$ cat src/rtl/fetch_pkg.sv
// Shared types and constants for the instruction-fetch stage.
// The metadata queue and the instruction buffer carry these records.
package fetch_pkg;

    localparam int FETCH_W = 32;
    localparam logic [FETCH_W-1:0] NOP_INSTR = 32'h0000_0013;

    typedef struct packed {
        logic [FETCH_W-1:0] pc;
        logic [FETCH_W-1:0] pc_plus4;
    } fetch_meta_t;

    typedef struct packed {
        logic [FETCH_W-1:0] instr;
        logic [FETCH_W-1:0] pc;
        logic [FETCH_W-1:0] pc_plus4;
        logic               fault;
    } fetch_entry_t;

endpackage

$ cat src/rtl/sync_fifo.sv
// Small typed FIFO with a show-ahead head and a synchronous clear.
// The clear wins over a push or pop in the same cycle.
module sync_fifo #(
    parameter type T     = logic,
    parameter int  DEPTH = 2
) (
    input  logic                       clk,
    input  logic                       rst,
    input  logic                       clr,
    input  logic                       push,
    input  T                           push_data,
    input  logic                       pop,
    output T                           pop_data,
    output logic                       empty,
    output logic                       full,
    output logic [$clog2(DEPTH+1)-1:0] count
);

    localparam int AW = (DEPTH > 1) ? $clog2(DEPTH) : 1;
    localparam int CW = $clog2(DEPTH + 1);

    T              mem [DEPTH];
    logic [AW-1:0] wr_ptr_reg;
    logic [AW-1:0] rd_ptr_reg;
    logic [CW-1:0] count_reg;
    logic          do_push;
    logic          do_pop;

    assign empty    = (count_reg == '0);
    assign full     = (count_reg == CW'(DEPTH));
    assign count    = count_reg;
    assign do_push  = push && !full;
    assign do_pop   = pop && !empty;
    assign pop_data = mem[rd_ptr_reg];

    always_ff @(posedge clk or negedge rst) begin
        if (!rst) begin
            wr_ptr_reg <= '0;
            rd_ptr_reg <= '0;
            count_reg  <= '0;
        end else if (clr) begin
            wr_ptr_reg <= '0;
            rd_ptr_reg <= '0;
            count_reg  <= '0;
        end else begin
            if (do_push) wr_ptr_reg <= wr_ptr_reg + 1'b1;
            if (do_pop)  rd_ptr_reg <= rd_ptr_reg + 1'b1;
            case ({do_push, do_pop})
                2'b10:   count_reg <= count_reg + 1'b1;
                2'b01:   count_reg <= count_reg - 1'b1;
                default: count_reg <= count_reg;
            endcase
        end
    end

    // Storage has no reset; stale words are never visible because empty gates the head.
    always_ff @(posedge clk) begin
        if (do_push && !clr) mem[wr_ptr_reg] <= push_data;
    end

endmodule

$ cat src/rtl/fetch_unit.sv
// Instruction-fetch stage: credit-limited in-order requests to a variable-latency
// instruction memory, response buffering toward decode, and redirect squashing.
module fetch_unit
    import fetch_pkg::*;
#(
    parameter int WIDTH      = 32,
    parameter int IBUF_DEPTH = 2
) (
    input  logic             clk,
    input  logic             rst,
    input  logic [WIDTH-1:0] pc_i,
    input  logic [WIDTH-1:0] pc_plus4_i,
    output logic             pc_en_o,
    input  logic             redirect_i,
    output logic             imem_req_valid_o,
    input  logic             imem_req_ready_i,
    output logic [WIDTH-1:0] imem_addr_o,
    input  logic             imem_rsp_valid_i,
    input  logic [WIDTH-1:0] imem_rsp_data_i,
    input  logic             imem_rsp_err_i,
    output logic             id_valid_o,
    input  logic             id_ready_i,
    output logic [WIDTH-1:0] id_instr_o,
    output logic [WIDTH-1:0] id_pc_o,
    output logic [WIDTH-1:0] id_pc_plus4_o,
    output logic             id_fault_o
);

    localparam int CW = $clog2(IBUF_DEPTH + 1);

    logic [CW-1:0] inflight_reg, inflight_next;
    logic [CW-1:0] drop_cnt_reg, drop_cnt_next;
    logic [CW-1:0] ibuf_count, meta_count;
    logic [CW:0]   credit_used;
    logic          ibuf_empty, ibuf_full, meta_empty, meta_full;
    logic          req_accept, rsp_keep, ibuf_pop;
    fetch_meta_t   meta_in, meta_head;
    fetch_entry_t  ibuf_in, ibuf_head;

    // Requests in flight (including ones doomed to be dropped) plus buffered entries share one credit pool.
    assign credit_used      = {1'b0, inflight_reg} + {1'b0, ibuf_count};
    assign imem_req_valid_o = rst && !redirect_i && (credit_used < (CW+1)'(IBUF_DEPTH));
    assign req_accept       = imem_req_valid_o && imem_req_ready_i;
    assign pc_en_o          = req_accept;
    assign imem_addr_o      = pc_i;

    assign rsp_keep = imem_rsp_valid_i && !redirect_i && (drop_cnt_reg == '0);
    assign meta_in  = '{pc: pc_i, pc_plus4: pc_plus4_i};
    assign ibuf_in  = '{instr: imem_rsp_data_i, pc: meta_head.pc,
                        pc_plus4: meta_head.pc_plus4, fault: imem_rsp_err_i};

    assign id_valid_o    = !ibuf_empty && !redirect_i;
    assign ibuf_pop      = id_valid_o && id_ready_i;
    assign id_instr_o    = id_valid_o ? ibuf_head.instr : NOP_INSTR;
    assign id_pc_o       = id_valid_o ? ibuf_head.pc : '0;
    assign id_pc_plus4_o = id_valid_o ? ibuf_head.pc_plus4 : '0;
    assign id_fault_o    = id_valid_o && ibuf_head.fault;

    always_comb begin
        inflight_next = inflight_reg;
        case ({req_accept, imem_rsp_valid_i})
            2'b10:   inflight_next = inflight_reg + 1'b1;
            2'b01:   inflight_next = inflight_reg - 1'b1;
            default: inflight_next = inflight_reg;
        endcase

        drop_cnt_next = drop_cnt_reg;
        if (redirect_i)
            drop_cnt_next = inflight_reg - CW'(imem_rsp_valid_i);
        else if (imem_rsp_valid_i && (drop_cnt_reg != '0))
            drop_cnt_next = drop_cnt_reg - 1'b1;
    end

    always_ff @(posedge clk or negedge rst) begin
        if (!rst) begin
            inflight_reg <= '0;
            drop_cnt_reg <= '0;
        end else begin
            inflight_reg <= inflight_next;
            drop_cnt_reg <= drop_cnt_next;
        end
    end

    sync_fifo #(.T(fetch_meta_t), .DEPTH(IBUF_DEPTH)) u_meta_q (
        .clk       (clk),
        .rst       (rst),
        .clr       (redirect_i),
        .push      (req_accept),
        .push_data (meta_in),
        .pop       (rsp_keep),
        .pop_data  (meta_head),
        .empty     (meta_empty),
        .full      (meta_full),
        .count     (meta_count)
    );

    sync_fifo #(.T(fetch_entry_t), .DEPTH(IBUF_DEPTH)) u_ibuf (
        .clk       (clk),
        .rst       (rst),
        .clr       (redirect_i),
        .push      (rsp_keep),
        .push_data (ibuf_in),
        .pop       (ibuf_pop),
        .pop_data  (ibuf_head),
        .empty     (ibuf_empty),
        .full      (ibuf_full),
        .count     (ibuf_count)
    );

    // Every surviving in-flight request owns exactly one metadata record.
    a_ibuf_no_overflow: assert property (@(posedge clk) disable iff (!rst) !(rsp_keep && ibuf_full));
    a_meta_no_overflow: assert property (@(posedge clk) disable iff (!rst) !(req_accept && meta_full));
    a_meta_present:     assert property (@(posedge clk) disable iff (!rst) !(rsp_keep && meta_empty));
    a_meta_tracks:      assert property (@(posedge clk) disable iff (!rst) meta_count == inflight_reg - drop_cnt_reg);

endmodule

$ cat config.mk
export PLATFORM = sky130hd
export DESIGN_NAME = fetch_unit
export DESIGN_NICKNAME = d
export VERILOG_FILES = /design/src/rtl/fetch_pkg.sv /design/src/rtl/sync_fifo.sv /design/src/rtl/fetch_unit.sv
export SDC_FILE = /design/constraint.sdc
export NUM_CORES = 1
export LEC_CHECK = 0
export CAP_MARGIN = 20
export CORE_ASPECT_RATIO = 1.2
export CORE_UTILIZATION = 38
export DETAILED_ROUTE_END_ITERATION = 8
export GPL_ROUTABILITY_DRIVEN = 1
export PLACE_DENSITY_LB_ADDON = 0.12
export SLEW_MARGIN = 20
export SYNTH_ARGS = -nofsm -noshare
export SYNTH_HDL_FRONTEND = slang
export SYNTH_HIERARCHICAL = 1
export SYNTH_SLANG_ARGS = --single-unit
export TNS_END_PERCENT = 5
$ cat constraint.sdc
create_clock -name clk -period 12.5 [get_ports clk]
set_input_delay 1.25 -clock clk [delete_from_list [all_inputs] [get_ports clk]]
set_output_delay 1.25 -clock clk [all_outputs]
set_load 0.01 [all_outputs]
==> results of run 1 <==
[Yosys cell counts]
library cell,n,area (um^2)
sky130_fd_sc_hd__ha_1,3,37.54
sky130_fd_sc_hd__xnor2_1,4,35.03
sky130_fd_sc_hd__a31oi_1,2,12.51
sky130_fd_sc_hd__nor2_8,1,20.02
sky130_fd_sc_hd__a21oi_1,5,25.02
sky130_fd_sc_hd__edfxtp_1,322,9669
sky130_fd_sc_hd__nor2b_1,2,12.51
sky130_fd_sc_hd__inv_2,2,7.510
sky130_fd_sc_hd__nor4b_4,1,23.77
sky130_fd_sc_hd__dfrtp_1,12,300.3
sky130_fd_sc_hd__a211oi_1,1,7.510
sky130_fd_sc_hd__nor3b_1,3,22.52
sky130_fd_sc_hd__buf_2,16,80.08
sky130_fd_sc_hd__and2_1,96,600.6
sky130_fd_sc_hd__nand3_1,2,10.01
sky130_fd_sc_hd__or3_1,5,31.28
sky130_fd_sc_hd__buf_4,35,262.8
sky130_fd_sc_hd__a22oi_1,2,15.01
sky130_fd_sc_hd__nor3_1,2,10.01
sky130_fd_sc_hd__mux2_1,17,191.4
sky130_fd_sc_hd__o21ai_0,6,30.03
sky130_fd_sc_hd__buf_6,6,67.56
sky130_fd_sc_hd__inv_1,4,15.01
sky130_fd_sc_hd__nand2_1,4,15.01
sky130_fd_sc_hd__or4b_1,2,20.02
sky130_fd_sc_hd__nand3b_1,2,15.01
sky130_fd_sc_hd__nor2_1,8,30.03
sky130_fd_sc_hd__xor2_1,3,26.28
sky130_fd_sc_hd__nand2b_1,3,18.77
sky130_fd_sc_hd__fa_1,1,20.02
sky130_fd_sc_hd__mux2i_1,1,10.01
sky130_fd_sc_hd__clkbuf_2,4,20.02
sky130_fd_sc_hd__mux2_2,144,1622
[cells by family (layout without fill, tap and decap cells)]
kind of cell    Yosys count  after routing  share of synthesized area (%)
fa+ha+maj                 4              4                         0.4333
mux                     162            162                          13.72
flops                   334            334                          75.05
xor+xnor                  7              7                         0.4615
simple gates            131            131                          6.245
buf+inv                  67            312                          3.410
compound gates           16             16                         0.6781
[power by group]
part           switching, mW  internal [mW]  leakage (nW)
logic                 0.0830          0.103          1.95
clock network          0.401          0.636         0.569
registers             0.0141           1.26          3.05
total                  0.498           2.00          5.57
[how the worst max path moves through the flow]
stage | endpoint | slack, ns | cells after the start
detailed placement | u_ibuf/mem[1][89] | 7.44 | 7
global placement | u_ibuf/mem[1][66] | 7.51 | 7
global route | id_instr_o[1] | 7.60 | 4
CTS | id_pc_o[31] | 7.55 | 5
floorplan | u_ibuf/mem[1][0] | 2.79 | 4
finish | id_instr_o[1] | 7.81 | 4
[final cells by class]
type / count / area [um^2]
inverter: 6 / 22.52
fill: 2907 / 17220
timing repair buffer: 243 / 2422
sequential: 334 / 9977
tap: 456 / 570.5
multi-input combinational: 320 / 2882
clock inverter: 17 / 186.4
clock buffer: 46 / 980.9
[worst max-delay path: cells and delay by family (launching register included)]
family,cells,cell delay (ns)
buf+inv,2,1.33
flops,1,0.75
mux,1,0.42
simple gates,1,0.38
[metal layers]
metal	GRT usage [%]	share of wire [%]	vias up
li1	-	-	3122
met1	17.14	43	3274
met2	25.26	50	178
met3	3.663	5.3	39
met4	4.172	1.8	0
met5	0	0	-
==> metrics.log, run 1 <==
[metrics] fin cells: 1422
[metrics] number of cells on the worst hold path: 1
[metrics] Placement Setup Slack: between 7 and 8 ns
[metrics] initial antenna violation count: 1
[metrics] Root Buffer: sky130_fd_sc_hd__clkbuf_16
[metrics] startpoint of the most critical register-to-register path: drop_cnt_reg[0]
[metrics] combined area of all synthesized cells: 13280 um^2
[metrics] H-tree level count: 2
[metrics] Congestion Overflow GR: 0
[metrics] CP Cell Sequence: buf_4 -> mux2_2 -> or3_1 -> clkdlybuf4s50_1
[metrics] area delta synth->final: 28.28%
[metrics] count of instances resized after the clock tree is built: 0
[metrics] floorplan die area: 35710 um^2
[metrics] result of the run: finished, final reports clean
[metrics] count of antenna diodes in the layout: 0
[metrics] fraction of layout instances using a drive strength above 1: 21.74%
[metrics] Worst Hold Endpoint: inflight_reg[0]
[metrics] remaining antenna violation count: 0
[metrics] largest net degree at the start of global routing: 97
[metrics] critical path's largest stage delay: approximately 0.83 ns
[metrics] count of final setup violators: 0
[metrics] max-cap viol count: 0
[metrics] time the worst path needs with I/O delays and setup: 4.689 ns
[metrics] registers with the most flip-flops: u_ibuf/mem (194), u_meta_q/mem (128)
[metrics] effective utilization at floorplan: 38.78%
[metrics] Placeable Area: 34260 um^2
[metrics] utilization of the core after routing: roughly 50%
[metrics] setup slack of the critical path after layout: around 8 ns
[metrics] clock tree from TritonCTS: yes
[metrics] Worst Hold Slack: between 0.5 and 0.6 ns
[metrics] clock transition at the registers of the reported paths: around 0.06 ns
[metrics] drt wl/cell: 17.80 um
[metrics] drt first-iter violations: 335
[metrics] Largest register FFs: 194
[metrics] post-synthesis register bit count: 334
[metrics] flop2flop setup slack: 8.75 ns
[metrics] Syn Nets: around 830
[metrics] gp weighted congestion: 0.6964
[metrics] count of input and output buffers: 234
[metrics] critical path start-end classification: reg2out
[metrics] post-CTS setup buffers: 0
[metrics] number of global-route vias before repair: between 6000 and 7000
[metrics] relative slew slack: 28.65%
[metrics] DIE WIDTH: roughly 170 um
[metrics] number of hold buffers added after CTS: 0
[metrics] Pwr Density: ~150 nW/um^2
[metrics] number of pins exceeding their max-slew limit in the final report: 0
[metrics] overall global routing resource usage: between 10% and 20%
[metrics] synthesized area divided by synthesized cell count: 18.42 um^2
[metrics] transition time of the tightest slew-check pin: roughly 1.1 ns
[metrics] startpoint kind of the worst setup timing path: register
[metrics] per-cell via count in the routed design: about 4.7
[metrics] num ports: 235
[metrics] commonest cells after routing, fill and taps aside: 322 x sky130_fd_sc_hd__edfxtp_1, 234 x sky130_fd_sc_hd__clkdlybuf4s50_1, 144 x sky130_fd_sc_hd__mux2_2, 96 x sky130_fd_sc_hd__and2_1, 38 x sky130_fd_sc_hd__clkbuf_16
[metrics] post-detailed-route DRC marker count: 0
[metrics] global-route wire length before repair: 38910 um
[metrics] sequential share of the synthesized area: between 70 and 80%
[metrics] clk sink count: 334
[metrics] overall via count from detail_route: 6613
[metrics] R2R depth: 8
[metrics] Critical path origin: u_ibuf/rd_ptr_reg
[metrics] Total Neg Setup Slack: 0 ns
[metrics] maximum number of buffers from clock root to sink: 3
[metrics] NumNets Final: 1048
[metrics] Peak supply drop: 0.08466 mV
[metrics] cell area reported after detailed placement: 15850 um^2
[metrics] placed instance count: between 1000 and 1500
[metrics] Cells after Synth: 721
[metrics] DP Wirelength: 14660 um
[metrics] Ys Warns: 6
[metrics] worst clock skew: 0.01306 ns
[metrics] clock network latency to the later pin of the worst-skew pair: 0.51 ns
[metrics] FMAX: 213.3 MHz
[metrics] overall power after layout: 2.498 mW
[metrics] worst endpoint data arrival time: between 3 and 4 ns
[metrics] number of buffers created by CTS: 36
[metrics] hold violation total from the final report: 0
[metrics] Crit. End Element: output pin
[metrics] number of rows created at floorplan: 74
[metrics] most common cell after layout, fill and taps aside: sky130_fd_sc_hd__edfxtp_1
[metrics] final design instance area without fill: 17040 um^2
[metrics] number of distinct library cells after synthesis: 33
[metrics] setup repair after global routing missed its margin: no
[metrics] register name with the most flops: u_ibuf/mem
[metrics] maximum fanout along the worst path: 63
[metrics] worst flop-to-flop path endpoint: u_ibuf/mem[1][20]
[metrics] worst hold path class: reg2reg
[metrics] sum of routed wire length over all layers: 25320 um
[metrics] static leakage power: ~5.6 nW
[metrics] final critical-path share of the clock period: 37.51%
[metrics] Die Y-Extent: 206.8 um
[metrics] worst-path cell with the longest stage delay: sky130_fd_sc_hd__buf_4
[metrics] Critical Path RT: ~11 ns
[metrics] startpoint of the worst hold path: inflight_reg[0]
[metrics] first drt pass iteration count: 4
(Power assumes the default switching activity.)
==> run 2: changes to the inputs <==
==> constraint.sdc (replaced) <==
create_clock -name clk -period 4.76 [get_ports clk]
set_input_delay 0.476 -clock clk [delete_from_list [all_inputs] [get_ports clk]]
set_output_delay 0.476 -clock clk [all_outputs]
set_load 0.01 [all_outputs]
==> metrics.log, run 2 (synthesis results as in run 1) <==
[metrics] cell area reported after detailed placement: 16000 um^2 (was 15850 um^2)
[metrics] count of input and output buffers: 234 (unchanged)
[metrics] final design instance area without fill: 17150 um^2 (was 17040 um^2)
[metrics] register name with the most flops: u_ibuf/mem (unchanged)
[metrics] effective utilization at floorplan: 38.78% (unchanged)
[metrics] registers with the most flip-flops: u_ibuf/mem (194), u_meta_q/mem (128) (unchanged)
[metrics] number of buffers created by CTS: 37 (was 36)
[metrics] worst hold path class: in2async (was reg2reg)
[metrics] number of pins exceeding their max-slew limit in the final report: 0 (unchanged)
[metrics] Worst Hold Slack: 0.2682 ns (was 0.5482 ns)
[metrics] fraction of layout instances using a drive strength above 1: 22.35% (was 21.74%)
[metrics] number of hold buffers added after CTS: 0 (unchanged)
[metrics] Congestion Overflow GR: 0 (unchanged)
[metrics] first drt pass iteration count: 4 (unchanged)
[metrics] setup repair after global routing missed its margin: no (unchanged)
[metrics] result of the run: finished, final reports clean (unchanged)
[metrics] Root Buffer: sky130_fd_sc_hd__clkbuf_16 (unchanged)
[metrics] transition time of the tightest slew-check pin: 1.028 ns (was 1.070 ns)
[metrics] drt wl/cell: 18.39 um (was 17.80 um)
[metrics] post-detailed-route DRC marker count: 0 (unchanged)
[metrics] DP Wirelength: 16000 um (was 14660 um)
[metrics] worst endpoint data arrival time: 2.90 ns (was 3.44 ns)
[metrics] critical path start-end classification: reg2out (unchanged)
[metrics] area delta synth->final: 29.07% (was 28.28%)
[metrics] Largest register FFs: 194 (unchanged)
[metrics] clock transition at the registers of the reported paths: 0.06 ns (about the same)
[metrics] per-cell via count in the routed design: 4.648 (was 4.650)
[metrics] sum of routed wire length over all layers: 26240 um (was 25320 um)
[metrics] Peak supply drop: 0.3480 mV (was 0.08466 mV)
[metrics] static leakage power: 5.621 nW (was 5.574 nW)
[metrics] fin cells: 1427 (was 1422)
[metrics] hold violation total from the final report: 0 (unchanged)
[metrics] drt first-iter violations: 286 (was 335)
[metrics] remaining antenna violation count: 0 (unchanged)
[metrics] Pwr Density: 380.9 nW/um^2 (was 146.6 nW/um^2)
[metrics] count of instances resized after the clock tree is built: 0 (unchanged)
[metrics] overall via count from detail_route: 6632 (was 6613)
[metrics] clk sink count: 334 (unchanged)
[metrics] NumNets Final: 1053 (was 1048)
[metrics] maximum number of buffers from clock root to sink: 3 (unchanged)
[metrics] H-tree level count: 2 (unchanged)
[metrics] number of global-route vias before repair: 7037 (was 6875)
[metrics] Crit. End Element: output pin (unchanged)
[metrics] largest net degree at the start of global routing: 67 (was 97)
[metrics] clock tree from TritonCTS: yes (unchanged)
[metrics] worst clock skew: 0.01163 ns (was 0.01306 ns)
[metrics] count of antenna diodes in the layout: 0 (unchanged)
[metrics] setup slack of the critical path after layout: 1.386 ns (was 7.811 ns)
[metrics] Placeable Area: 34260 um^2 (unchanged)
[metrics] count of final setup violators: 0 (unchanged)
[metrics] number of fill cells in the layout: 2952 (was 2907)
[metrics] relative slew slack: 31.44% (was 28.65%)
[metrics] number of rows created at floorplan: 74 (unchanged)
[metrics] most common cell after layout, fill and taps aside: sky130_fd_sc_hd__edfxtp_1 (unchanged)
[metrics] clock network latency to the later pin of the worst-skew pair: 0.52 ns (was 0.51 ns)
[metrics] combined area of the multi-input logic cells: 2907 um^2 (was 2882 um^2)
[metrics] Die Y-Extent: 206.8 um (unchanged)
[metrics] num ports: 235 (unchanged)
[metrics] sequential cell area in the final layout: 9977 um^2 (unchanged)
[metrics] overall global routing resource usage: 14.71% (was 14.25%)
[metrics] max-cap viol count: 0 (unchanged)
[metrics] Placement Setup Slack: 1.339 ns (was 7.444 ns)
[metrics] final critical-path share of the clock period: 70.88%
[metrics] time the worst path needs with I/O delays and setup: 3.374 ns
[metrics] startpoint kind of the worst setup timing path: register (unchanged)
[metrics] maximum fanout along the worst path: 56 (was 63)
[metrics] utilization of the core after routing: 50.05% (was 49.74%)
[metrics] Critical Path RT: 4.28 ns (was 11.25 ns)
[metrics] placed instance count: 1363 (was 1358)
[metrics] global-route wire length before repair: 39950 um (was 38910 um)
[metrics] gp weighted congestion: 0.7162 (was 0.6964)
[metrics] Total Neg Setup Slack: 0 ns (unchanged)
[metrics] commonest cells after routing, fill and taps aside: 322 x sky130_fd_sc_hd__edfxtp_1, 234 x sky130_fd_sc_hd__clkdlybuf4s50_1, 144 x sky130_fd_sc_hd__mux2_2, 96 x sky130_fd_sc_hd__and2_1, 39 x sky130_fd_sc_hd__clkbuf_16 (was 322 x sky130_fd_sc_hd__edfxtp_1, 234 x sky130_fd_sc_hd__clkdlybuf4s50_1, 144 x sky130_fd_sc_hd__mux2_2, 96 x sky130_fd_sc_hd__and2_1, 38 x sky130_fd_sc_hd__clkbuf_16)
[metrics] overall power after layout: 6.531 mW (was 2.498 mW)
[metrics] FMAX: 296.4 MHz
[metrics] initial antenna violation count: 0 (was 1)
[metrics] floorplan die area: 35710 um^2 (unchanged)
[metrics] DIE WIDTH: 172.7 um (unchanged)
[metrics] post-CTS setup buffers: 0 (unchanged)
==> run 2: routing by layer <==
layer | vias to the layer above | share of wire (%) | global-route usage [%]
met1 | 3288 | 43 | 18.29
li1 | 3131 | - | -
met5 | - | 0 | 0
met3 | 38 | 4.6 | 3.205
met2 | 175 | 50 | 25.69
met4 | 0 | 1.9 | 4.583
==> run 2: where the power goes <==
part           leakage (nW)  internal (mW)  switching [mW]  total (mW)
combinational          2.00          0.275           0.226       0.501
clock                 0.565           1.59            1.09        2.68
sequential             3.05           3.31          0.0379        3.35
total                  5.62           5.18            1.35        6.53
==> run 2: final cells by class <==
cell class	count	share of cell area [%]
repair buffers	247	14.74
multi-input cells	320	16.95
clock buffers	43	5.780
flip-flops and latches	334	58.19
clock inverters	21	0.8757
inverters	6	0.1314
well taps	456	3.328
==> run 2: path summary, 6_finish.rpt <==
check | start | to | slack, ns | depth (start not counted)
hold / removal | rst | inflight_reg[1] | 0.27 | 2
max in group asynchronous | rst | u_meta_q/rd_ptr_reg | 4.30 | 2
hold reg to reg | u_meta_q/mem[0][18] | u_ibuf/mem[0][19] | 0.54 | 1
setup / recovery | u_ibuf/rd_ptr_reg | id_pc_plus4_o[8] | 1.39 | 4
min in group clk | pc_plus4_i[9] | u_meta_q/mem[0][9] | 0.54 | 1
setup reg to reg | u_ibuf/count[0] | u_meta_q/mem[1][0] | 1.48 | 8
==> run 2: critical path, stage by stage (launching register included) <==
cell and delay (ns):
sky130_fd_sc_hd__dfrtp_4 0.95, sky130_fd_sc_hd__buf_12 0.36, sky130_fd_sc_hd__mux2_2 0.37, sky130_fd_sc_hd__and2_1 0.17, sky130_fd_sc_hd__clkdlybuf4s50_1 0.49
